$ cat config.mk
export PLATFORM = sky130hd
export DESIGN_NAME = mem_req_queue
export DESIGN_NICKNAME = d
export VERILOG_FILES = /design/src/rtl/mem_req_pkg.sv /design/src/rtl/mem_req_ptr.sv /design/src/rtl/mem_req_queue.sv
export SDC_FILE = /design/constraint.sdc
export NUM_CORES = 1
export LEC_CHECK = 0
export BUFFER_PORTS_ARGS = -buffer_cell sky130_fd_sc_hd__clkbuf_2
export CAP_MARGIN = 10
export CELL_PAD_IN_SITES_DETAIL_PLACEMENT = 1
export CELL_PAD_IN_SITES_GLOBAL_PLACEMENT = 2
export CORE_MARGIN = 3
export CORE_UTILIZATION = 38
export DETAILED_ROUTE_END_ITERATION = 7
export MAX_ROUTING_LAYER = met4
export PLACE_DENSITY = 0.9
export REMOVE_ABC_BUFFERS = 1
export SLEW_MARGIN = 40
export SYNTH_ARGS = -nofsm -noshare
export SYNTH_HDL_FRONTEND = slang
export SYNTH_HIERARCHICAL = 1
export SYNTH_SLANG_ARGS = --single-unit
$ cat constraint.sdc
create_clock -name clk -period 13.7 [get_ports clk]
set_clock_uncertainty 0.15 [all_clocks]
set_input_delay 2.74 -clock clk [delete_from_list [all_inputs] [get_ports clk]]
set_output_delay 2.74 -clock clk [all_outputs]
set_load 0.02 [all_outputs]
$ cat src/rtl/mem_req_pkg.sv
// Shared dcache request definitions: field widths, request bundle and command codes.
package mem_req_pkg;

    localparam int ADDR_W = 40;
    localparam int TAG_W  = 10;
    localparam int CMD_W  = 5;
    localparam int TYP_W  = 3;
    localparam int DATA_W = 64;
    localparam int REQ_W  = ADDR_W + TAG_W + CMD_W + TYP_W + 1 + 1 + DATA_W;

    // Memory command encodings used by the arbiter and the dcache.
    localparam logic [CMD_W-1:0] M_XRD       = 5'b00000;
    localparam logic [CMD_W-1:0] M_XWR       = 5'b00001;
    localparam logic [CMD_W-1:0] M_PFR       = 5'b00010;
    localparam logic [CMD_W-1:0] M_PFW       = 5'b00011;
    localparam logic [CMD_W-1:0] M_XA_SWAP   = 5'b00100;
    localparam logic [CMD_W-1:0] M_FLUSH_ALL = 5'b00101;
    localparam logic [CMD_W-1:0] M_XLR       = 5'b00110;
    localparam logic [CMD_W-1:0] M_XSC       = 5'b00111;
    localparam logic [CMD_W-1:0] M_XA_ADD    = 5'b01000;

    typedef struct packed {
        logic [ADDR_W-1:0] addr;
        logic [TAG_W-1:0]  tag;
        logic [CMD_W-1:0]  cmd;
        logic [TYP_W-1:0]  typ;
        logic              kill;
        logic              phys;
        logic [DATA_W-1:0] data;
    } mem_req_t;

endpackage

$ cat src/rtl/mem_req_ptr.sv
// Wrapping index register: advances by one per increment, DEPTH-1 wraps to 0.
module mem_req_ptr #(
    parameter int DEPTH = 2,
    parameter int PTR_W = (DEPTH > 1) ? $clog2(DEPTH) : 1
) (
    input  logic             clk,
    input  logic             reset,
    input  logic             clr_i,
    input  logic             inc_i,
    output logic [PTR_W-1:0] ptr_o
);

    logic [PTR_W-1:0] ptr_q;
    logic [PTR_W-1:0] ptr_d;

    // Next index: clear wins over increment.
    always_comb begin
        ptr_d = ptr_q;
        if (clr_i) begin
            ptr_d = '0;
        end else if (inc_i) begin
            ptr_d = (ptr_q == PTR_W'(DEPTH - 1)) ? '0 : ptr_q + PTR_W'(1);
        end
    end

    // Index register with asynchronous active-low reset.
    always_ff @(posedge clk or negedge reset) begin
        if (!reset) begin
            ptr_q <= '0;
        end else begin
            ptr_q <= ptr_d;
        end
    end

    assign ptr_o = ptr_q;

endmodule

$ cat src/rtl/mem_req_queue.sv
// Registered FIFO between the request arbiter and the dcache request port.
// Handshake outputs depend only on the occupancy register, so there is no
// combinational path enq->deq or deq_ready->enq_ready.
module mem_req_queue
    import mem_req_pkg::*;
#(
    parameter int DEPTH = 2,
    parameter int CNT_W = $clog2(DEPTH + 1)
) (
    input  logic              clk,
    input  logic              reset,
    output logic              io_enq_ready,
    input  logic              io_enq_valid,
    input  logic [ADDR_W-1:0] io_enq_bits_addr,
    input  logic [TAG_W-1:0]  io_enq_bits_tag,
    input  logic [CMD_W-1:0]  io_enq_bits_cmd,
    input  logic [TYP_W-1:0]  io_enq_bits_typ,
    input  logic              io_enq_bits_kill,
    input  logic              io_enq_bits_phys,
    input  logic [DATA_W-1:0] io_enq_bits_data,
    input  logic              io_deq_ready,
    output logic              io_deq_valid,
    output logic [ADDR_W-1:0] io_deq_bits_addr,
    output logic [TAG_W-1:0]  io_deq_bits_tag,
    output logic [CMD_W-1:0]  io_deq_bits_cmd,
    output logic [TYP_W-1:0]  io_deq_bits_typ,
    output logic              io_deq_bits_kill,
    output logic              io_deq_bits_phys,
    output logic [DATA_W-1:0] io_deq_bits_data,
    input  logic              io_flush,
    output logic [CNT_W-1:0]  io_count
);

    localparam int PTR_W = (DEPTH > 1) ? $clog2(DEPTH) : 1;

    mem_req_t         storage_q [DEPTH];
    mem_req_t         enq_req;
    mem_req_t         deq_req;
    logic [PTR_W-1:0] enq_ptr;
    logic [PTR_W-1:0] deq_ptr;
    logic [CNT_W-1:0] count_q;
    logic [CNT_W-1:0] count_d;
    logic             enq_fire;
    logic             deq_fire;

    assign io_enq_ready = (count_q != CNT_W'(DEPTH));
    assign io_deq_valid = (count_q != '0);
    assign enq_fire     = io_enq_valid & io_enq_ready;
    assign deq_fire     = io_deq_valid & io_deq_ready;
    assign io_count     = count_q;

    assign enq_req = '{addr: io_enq_bits_addr, tag: io_enq_bits_tag, cmd: io_enq_bits_cmd,
                       typ: io_enq_bits_typ, kill: io_enq_bits_kill, phys: io_enq_bits_phys,
                       data: io_enq_bits_data};

    mem_req_ptr #(.DEPTH(DEPTH), .PTR_W(PTR_W)) u_enq_ptr (
        .clk   (clk),
        .reset (reset),
        .clr_i (io_flush),
        .inc_i (enq_fire),
        .ptr_o (enq_ptr)
    );

    mem_req_ptr #(.DEPTH(DEPTH), .PTR_W(PTR_W)) u_deq_ptr (
        .clk   (clk),
        .reset (reset),
        .clr_i (io_flush),
        .inc_i (deq_fire),
        .ptr_o (deq_ptr)
    );

    // Occupancy: flush empties; simultaneous enq and deq leave it unchanged.
    always_comb begin
        count_d = count_q;
        if (io_flush) begin
            count_d = '0;
        end else if (enq_fire && !deq_fire) begin
            count_d = count_q + CNT_W'(1);
        end else if (deq_fire && !enq_fire) begin
            count_d = count_q - CNT_W'(1);
        end
    end

    // Occupancy register with asynchronous active-low reset.
    always_ff @(posedge clk or negedge reset) begin
        if (!reset) begin
            count_q <= '0;
        end else begin
            count_q <= count_d;
        end
    end

    // Entry storage is data only and is left unreset; a flushed request is not written.
    always_ff @(posedge clk) begin
        if (enq_fire && !io_flush) begin
            storage_q[enq_ptr] <= enq_req;
        end
    end

    assign deq_req          = storage_q[deq_ptr];
    assign io_deq_bits_addr = deq_req.addr;
    assign io_deq_bits_tag  = deq_req.tag;
    assign io_deq_bits_cmd  = deq_req.cmd;
    assign io_deq_bits_typ  = deq_req.typ;
    assign io_deq_bits_kill = deq_req.kill;
    assign io_deq_bits_phys = deq_req.phys;
    assign io_deq_bits_data = deq_req.data;

endmodule

# Yosys cells after proc, flatten, opt, wreduce, memory -nomap -nowiden
# Memory sizes are Yosys's and may differ from the RTL's.
# Index checks and enable logic that the tools add are counted.
dict set report word_totals {
  regBits 4
  latchBits 0
  ram_bits 248
  romBits 0
  input_bits 129
  out_inout_bits 128
  word_cells 32
  memories 1
}
dict set report classes {
  n_addsub 4
  multipliers 0
  div_mod_pow 0
  n_lt_le_gt_ge 0
  n_eq_ne 1
  shift 0
  n_mux 11
  bitwise 2
  n_reduce_logical 10
}
# memory words width rd rd_ports_with_merged_regs wr line
set memory_table {}
lappend memory_table {storage_q 2 124 1 0 1 mem_req_queue.sv:36} ;# mem_req_t storage_q [DEPTH];
# operator n
set ops {}
lappend ops {{two-way mux 1 bit} 8}
lappend ops {{two-way mux 2 bit} 3}
lappend ops {{nonzero test 2 bit} 3}
lappend ops {{logical AND 1 bit} 3}
lappend ops {{zero test 1 bit} 3}
lappend ops {{nonzero test 3 bit} 1}
lappend ops {{adder 1 bit, second input constant} 2}
lappend ops {{adder 2 x 1 -> 2 bit, second input constant} 1}
lappend ops {{AND 1 bit} 2}
lappend ops {{inequality test 2 bit, second input constant} 1}
lappend ops {{subtractor 2 x 1 -> 2 bit, second input constant} 1}

# Longest topological paths before layout
# Gate-level depths: netlist of run 1.
dict set report depth {
  ltp_word 7
  depth_mapped 5
  depth_no_buf 5
}

# Modules after synthesis
# The synthesis of run 1 kept the hierarchy.
# module n_inst cells_each area_each_um2 seq_area_each_um2
set modules_own_cells {}
lappend modules_own_cells {mem_req_queue 1 405 9342.7 7497.2}
lappend modules_own_cells {mem_req_ptr 2 3 37.5 25.0}

# Worst setup path before layout of run 1
# No wires, ideal clock.
dict set report synth_timing {
  path_kind {input port to flip-flop}
  from {in io_enq_valid}
  to {mem storage_q[1][0] (netlist name) (enable)}
  setup_time_ps 784
  t_arrival_ps 11825
  t_required_ps 12766
  setup_slack_ps 941
  path_stages 2
  path_buffers 0
  cell_sequence {nand2_1 nor3b_1}
}
dict set report synth_via {
  elab_chain_len 4
}
# item line
set synth_lines {}
lappend synth_lines {{start, declared} mem_req_queue.sv:13} ;# input logic io_enq_valid,
lappend synth_lines {{AND 1 bit} mem_req_queue.sv:48} ;# assign enq_fire = io_enq_valid & io_enq_ready;
lappend synth_lines {{logical AND 1 bit} mem_req_queue.sv:95} ;# if (enq_fire && !io_flush) begin
lappend synth_lines {{two-way mux 1 bit} mem_req_queue.sv:95}
lappend synth_lines {{two-way mux 1 bit (implied by the code)} mem_req_queue.sv:96} ;# storage_q[enq_ptr] <= enq_req;
lappend synth_lines {{end, declared} mem_req_queue.sv:36}
# No other way between the ends.

# Final worst setup path of run 1
dict set report layout_timing {
  from {reg u_deq_ptr.ptr_q (netlist: u_deq_ptr/ptr_o)}
  to {out io_deq_bits_addr[39]}
}
dict set report layout_via {
  elab_chain_len 1
}
# item line
set layout_lines {}
lappend layout_lines {{start, declared} mem_req_ptr.sv:13} ;# logic [PTR_W-1:0] ptr_q;
lappend layout_lines {{start signal, assigned} mem_req_ptr.sv:31} ;# ptr_q <= ptr_d;
lappend layout_lines {{memory read (2 x 124 bit)} -}
lappend layout_lines {{end, declared} mem_req_queue.sv:23} ;# output logic [ADDR_W-1:0] io_deq_bits_addr,
# No other way between the ends.

==> flow_summary.yaml, run 1 <==
power:
  p_switching_mw: 0.399
  pwr_density_cell_nw_per_um2: 149
  power.internal_mw: 1.38
  clockPowerShare: 0.388
  seqPwrFrac: 0.503
  swShare: 0.224
  pwr-share-comb: 0.109
  leakage_nw: 4.57
  vdd_drop_max_mv: 0.105
detailed_routing:
  wl_um: 20700
  first_iter_violations: 220
  vias_per_cell: 4.67
  ant_nets: 0
  vias: 4802
  post_drt_wl_per_cell_um: 20.1
  drc: 0
  dr.pass1.iters: 4
setup_path:
  cp_top_family: "buffers and inverters"
  required_ns: 10.81
  end_kind: "output pin"
  worstPathArrival_ns: 2.83
  timing.rr.end: "storage_q[1][17]$_DFFE_PP_"
  cp_slowest_cell: "dfrtp_4"
  path_class: "reg -> out"
  ff2ff_setup_slack_ns: 11.50
  worst_path_largest_cell_delay_ns: 0.73
  crit_chain: "buf_12, buf_6, mux2_2, clkbuf_2"
  r2r_start: "io_count[0]$_DFFE_PN0P_"
  path_max_fanout: 62
  critPathBufInv: 3
  r2r_cells: 5
  worstSetupStartpointType: "flip-flop"
timing:
  setup_viol: 0
  fmax_mhz: 175
  finalCritPeriodShare: 0.418
  grt_setup_unrepaired: "no"
  maxSlewViolCount: 0
  tns_ns: 0
  slew_headroom: 0.487
  hold_viol_final: 0
  worst_slew_pin_slew_ns: 0.770
  period_minus_slack_ns: 5.72
die:
  die_height_um: 163
  io_pins: 257
  die_area_um2: 26700
  placementRows: 56
  core_area_um2: 23900
  fp.dieW_um: 163
  start_util: 0.394
worst_hold_path:
  whs_endpoint: "u_enq_ptr/ptr_o$_DFFE_PN0P_"
  hold_class: "reg -> reg"
  min_from: "u_enq_ptr/ptr_o$_DFFE_PN0P_"
  hold_path_depth: 2
global_route:
  met3_usage: 0.0418
  track_usage: 0.153
  grt_most_used_layer: "met2"
  grt.overflow.total: 0
  grtUsageMet1: 0.165
  antenna_found_initial: 1
  grt_first_pass_wirelength_um: 31000
  use_met2: 0.279
  grt_max_degree: 68
  grt_pass1_vias: 5468
clock_tree:
  cts_setup_buffers: 0
  cts_root_buf: "clkbuf_16"
  insertion_delay_ns: 0.52
  cts_tree: "done"
  cts_buffer_depth: 3
  cts_made_buffers: 27
  htree_levels: 1
  clock-sinks: 252
  path_clk_slew_ns: 0.06
  postCtsHoldBufs: 0
  cts_resized: 0
run_status:
  outcome: "complete, no violations"
yosys:
  yosys.cell_types.count: 21
  yosys.area.top_type: "edfxtp_1"
  ys_warn_count: 6
  ys_ff_latch: 252
  synthTopCellsByArea: "edfxtp_1 79%, mux2_4 9.6%, mux2_2 7.7%"
  synth.avg_cell_area_um2: 22.9
  synth.yosys.seq_area_share: 0.801
  syn_inst: 411
  netlist_area_um2: 9420
  synth_top_area_frac: 0.791
final_layout:
  fillers: 2280
  drive_gt1_frac: 0.606
  nNetsFinal: 819
  utilization: 0.500
  multi_input_area_um2: 1760
  ff_latch_area_um2: 7550
  area_growth_pct: 26.9
place:
  port-buffer-count: 256
  routabilityCongestion: 0.740
  hpwlAfterDp_um: 14700
job:
  maxCapViolCount: 0
==> worst max-delay path by stage <==
stage                                           start                        end  slack [ns]  cells past startpoint
final                     u_deq_ptr/ptr_o$_DFFE_PN0P_       io_deq_bits_addr[39]        7.98                      4
after global routing      u_deq_ptr/ptr_o$_DFFE_PN0P_       io_deq_bits_addr[37]        7.83                      4
after CTS                 u_deq_ptr/ptr_o$_DFFE_PN0P_       io_deq_bits_addr[37]        7.93                      4
after detailed placement  u_deq_ptr/ptr_o$_DFFE_PN0P_       io_deq_bits_addr[37]        8.49                      4
after global placement    u_deq_ptr/ptr_o$_DFFE_PN0P_       io_deq_bits_data[32]        8.19                      3
after floorplan                          io_enq_valid  storage_q[1][0]$_DFFE_PP_        0.94                      2
==> layout by cell type, fill, tap and decap left out <==
cell type,synthesis,routed
bufinv_16,0,2
mux2_2,64,64
dfrtp_1,4,3
clkinv_4,0,1
nor3b_2,0,1
xnor2_1,2,2
clkbuf_8,0,3
clkinv_2,0,5
mux2i_1,1,1
or2_2,1,1
nor3_2,0,1
buf_6,8,2
nand3b_1,1,1
buf_12,0,3
mux2_4,60,60
nor2_1,2,2
buf_4,0,3
nand2b_1,2,2
nor3b_1,2,1
a21o_1,1,1
diode_2,0,1
edfxtp_1,248,248
nand2_1,1,1
inv_1,1,1
nand3_1,1,1
clkbuf_2,0,256
clkinv_1,0,3
and2_1,1,1
dfrtp_4,0,1
a21oi_1,3,3
clkbuf_16,0,27
or2_1,1,1
clkbuf_1,0,7
==> metrics by stage <==
stage | setup WS [ns] | total power [mW] | cells | hold WS (ns) | cell area (um2)
final | 7.98 | 1.78 | 1029 | 0.443 | 11900
after global routing | 7.83 | 1.85 | 1029 | 0.491 | 11900
after CTS | 7.93 | 1.81 | 1027 | 0.455 | 11900
after detailed placement | 8.49 | 1.11 | 979 | 0.429 | 11100
after global placement | 8.19 | 1.10 | 977 | 0.404 | 11000
after floorplan | 0.941 | 1.05 | 397 | 0.366 | 9300
==> tightest hold or removal path: stages (launching register included) <==
cell and delay [ns]:
dfrtp_1 0.39, xnor2_1 0.08, nor2_1 0.08
==> power by group through the flow <==
stage                     clock [mW]  combinational, mW  sequential (mW)
after floorplan                    0              0.120            0.926
after global placement             0              0.184            0.914
after detailed placement           0              0.196            0.913
after CTS                      0.715              0.197            0.897
after global routing           0.747              0.207            0.899
final                          0.691              0.194            0.896
==> routing by layer <==
metal  vias up  wire [um]  share of wire
met5         -          0              0
met4         0        456          0.022
met3        38       1570          0.076
met2       185      11100           0.53
met1      2387       7620           0.37
li1       2192          -              -
==> cell type report <==
type,instances,share of cell area
repair buffers,264,0.116
inverters,1,0.000314
multi-input cells,144,0.147
clock buffers,37,0.0622
flip-flops and latches,252,0.632
diodes,1,0.000209
well taps,319,0.0334
clock inverters,11,0.00880
==> kinds of logic after synthesis <==
logic type | after synthesis | share of synthesized area
flip-flops | 252 | 0.801
multiplexers | 125 | 0.173
buffers and inverters | 15 | 0.0132
AND/OR/NAND/NOR | 13 | 0.00797
AO/OA/AOI/OAI | 4 | 0.00239
XOR/XNOR | 2 | 0.00186
==> synth_stat cells, drive strengths merged <==
cell type / number
nor3: 1
edfxtp: 248
nand2: 1
xnor2: 2
a21o: 1
nor2: 2
a21oi: 3
buf: 14
or2: 2
mux2i: 1
and2: 1
nand2b: 2
nand3: 1
nand3b: 1
nor3b: 2
mux2: 124
dfrtp: 4
inv: 1
==> flip-flops by register name (all words and copies together), names as in the netlist <==
name,count
storage_q,248
io_count,2
u_deq_ptr/ptr_o,1
u_enq_ptr/ptr_o,1
(Power assumes the default switching activity.)
==> run 2, diff against run 1 <==
clock period = 5.4 ns   (was 13.7 ns; I/O delays follow)
==> run 2 against run 1 <==
  * Final cell count fell by 0.19%
  * First-iteration DRC count fell by 8.2%
  * Total power rose by 150%
==> flow_summary.yaml, run 2 (synthesized netlist as in run 1, its figures left out) <==
timing:
  hold_viol_final: 0
  grt_setup_unrepaired: "no"
  worst_slack_ns: 1.90
  slew_headroom: 0.481
  maxSlewViolCount: 0
  finalCritPeriodShare: 0.648
  period_minus_slack_ns: 3.50
  setup_viol: 0
  hold_slack_ns: 0.219
  tns_ns: 0
  fmax_mhz: 286
  worst_slew_pin_slew_ns: 0.779
clock_tree:
  clock-sinks: 252
  insertion_delay_ns: 0.51
  cts_made_buffers: 27
  cts_buffer_depth: 3
  htree_levels: 1
  cts_resized: 0
  cts_root_buf: "clkbuf_16"
  cts_setup_buffers: 0
  postCtsHoldBufs: 0
  cts_tree: "done"
  path_clk_slew_ns: 0.06
setup_path:
  end_kind: "output pin"
  crit_chain: "buf_12, buf_16, mux2_2, clkbuf_2"
  worstPathArrival_ns: 2.27
  path_class: "reg -> out"
  cp_slowest_cell: "dfrtp_4"
  worst_path_largest_cell_delay_ns: 0.41
  worstSetupStartpointType: "flip-flop"
  path_max_fanout: 66
  required_ns: 4.17
global_route:
  grt_first_pass_wirelength_um: 29800
  grt_pass1_vias: 5432
  track_usage: 0.148
  grt_max_degree: 126
  grt.overflow.total: 0
  antenna_found_initial: 0
final_layout:
  layout_commonest_cell: "clkbuf_2"
  ff_latch_area_um2: 7550
  postLayoutCellArea_um2: 11900
  largest_register_ffs: 248
  drive_gt1_frac: 0.599
  nNetsFinal: 817
  regMostFlops: "storage_q"
  antenna_cells: 0
  area_growth_pct: 26.1
  layout_common_cells: "256 x clkbuf_2, 248 x edfxtp_1, 64 x mux2_2, 60 x mux2_4, 27 x clkbuf_16"
  multi_input_area_um2: 1760
  fillers: 2294
detailed_routing:
  top_layer_used: "met4"
  drc: 0
  ant_nets: 0
  wl_met1_um: 7700
  first_iter_violations: 202
  vias_per_cell: 4.69
  post_drt_wl_per_cell_um: 19.7
  vias: 4815
  dr.pass1.iters: 6
  wl_met3_um: 1420
  route.met2.wl_um: 10700
  wl_um: 20200
die:
  placementRows: 56
  die_area_um2: 26700
  fp.dieW_um: 163
  io_pins: 257
  start_util: 0.394
  die_height_um: 163
  core_area_um2: 23900
place:
  port-buffer-count: 256
  hpwlAfterDp_um: 13600
  place_ws_ns: 2.47
  routabilityCongestion: 0.735
  placed_cell_area_um2: 11000
power:
  vdd_drop_max_mv: 0.254
  pwr_density_cell_nw_per_um2: 373
  leakage_nw: 4.52
worst_hold_path:
  hold_class: "in -> async"
run_status:
  outcome: "complete, no violations"
job:
  maxCapViolCount: 0
==> run 2: changes by cell type in the layout (fill, tap and decap cells not counted), sizes merged <==
cell / previous run / this run
buf: 8 / 6
clkbuf: 293 / 291
clkinv: 9 / 11
clkinvlp: 0 / 2
bufinv: 2 / 1
diode: 1 / 0
==> run 2: final timing paths <==
kind,start,end,slack (ns),cells past startpoint
setup / recovery,u_deq_ptr/ptr_o$_DFFE_PN0P_,io_deq_bits_data[29],1.90,4
hold / removal,reset,io_count[1]$_DFFE_PN0P_,0.22,1
setup reg to reg,io_count[0]$_DFFE_PN0P_,storage_q[1][48]$_DFFE_PP_,3.19,4
max in group asynchronous,reset,u_deq_ptr/ptr_o$_DFFE_PN0P_,4.74,1
hold reg to reg,u_enq_ptr/ptr_o$_DFFE_PN0P_,u_enq_ptr/ptr_o$_DFFE_PN0P_,0.45,2
min in group clk,u_enq_ptr/ptr_o$_DFFE_PN0P_,u_enq_ptr/ptr_o$_DFFE_PN0P_,0.45,2
==> run 2: power by group <==
part | switching [mW] | leakage (nW) | internal, mW
sequential | 0.0215 | 2.33 | 2.24
combinational | 0.290 | 1.81 | 0.210
clock | 0.702 | 0.383 | 0.963
==> run 2: area by class of cell <==
type | instances | share of cell area
clock inverter | 14 | 0.00769
multi-input combinational | 144 | 0.148
tap | 319 | 0.0336
inverter | 1 | 0.000316
timing repair buffer | 262 | 0.115
clock buffer | 35 | 0.0594
sequential | 252 | 0.636
==> run 2: per-stage QoR <==
stage          instances   util  power (mW)
3_3_place_gp         977  0.462        2.79
3_5_place_dp         977  0.462        2.81
2_1_floorplan        397      -        2.65
6_report            1027  0.497        4.43
5_1_grt             1027  0.497        4.61
4_1_cts             1026  0.496        4.50
==> run 2: per-layer routing <==
metal / vias up / global-route usage
met1: 2406 / 0.163
li1: 2199 / -
met3: 32 / 0.0398
met4: 0 / 0.0396
met2: 178 / 0.266
met5: - / -
==> run 2: worst max-delay path: cells and delay by family, from the launching register on <==
family,cells,cell delay (ns)
buffers and inverters,3,0.84
multiplexers,1,0.40
flip-flops,1,0.41
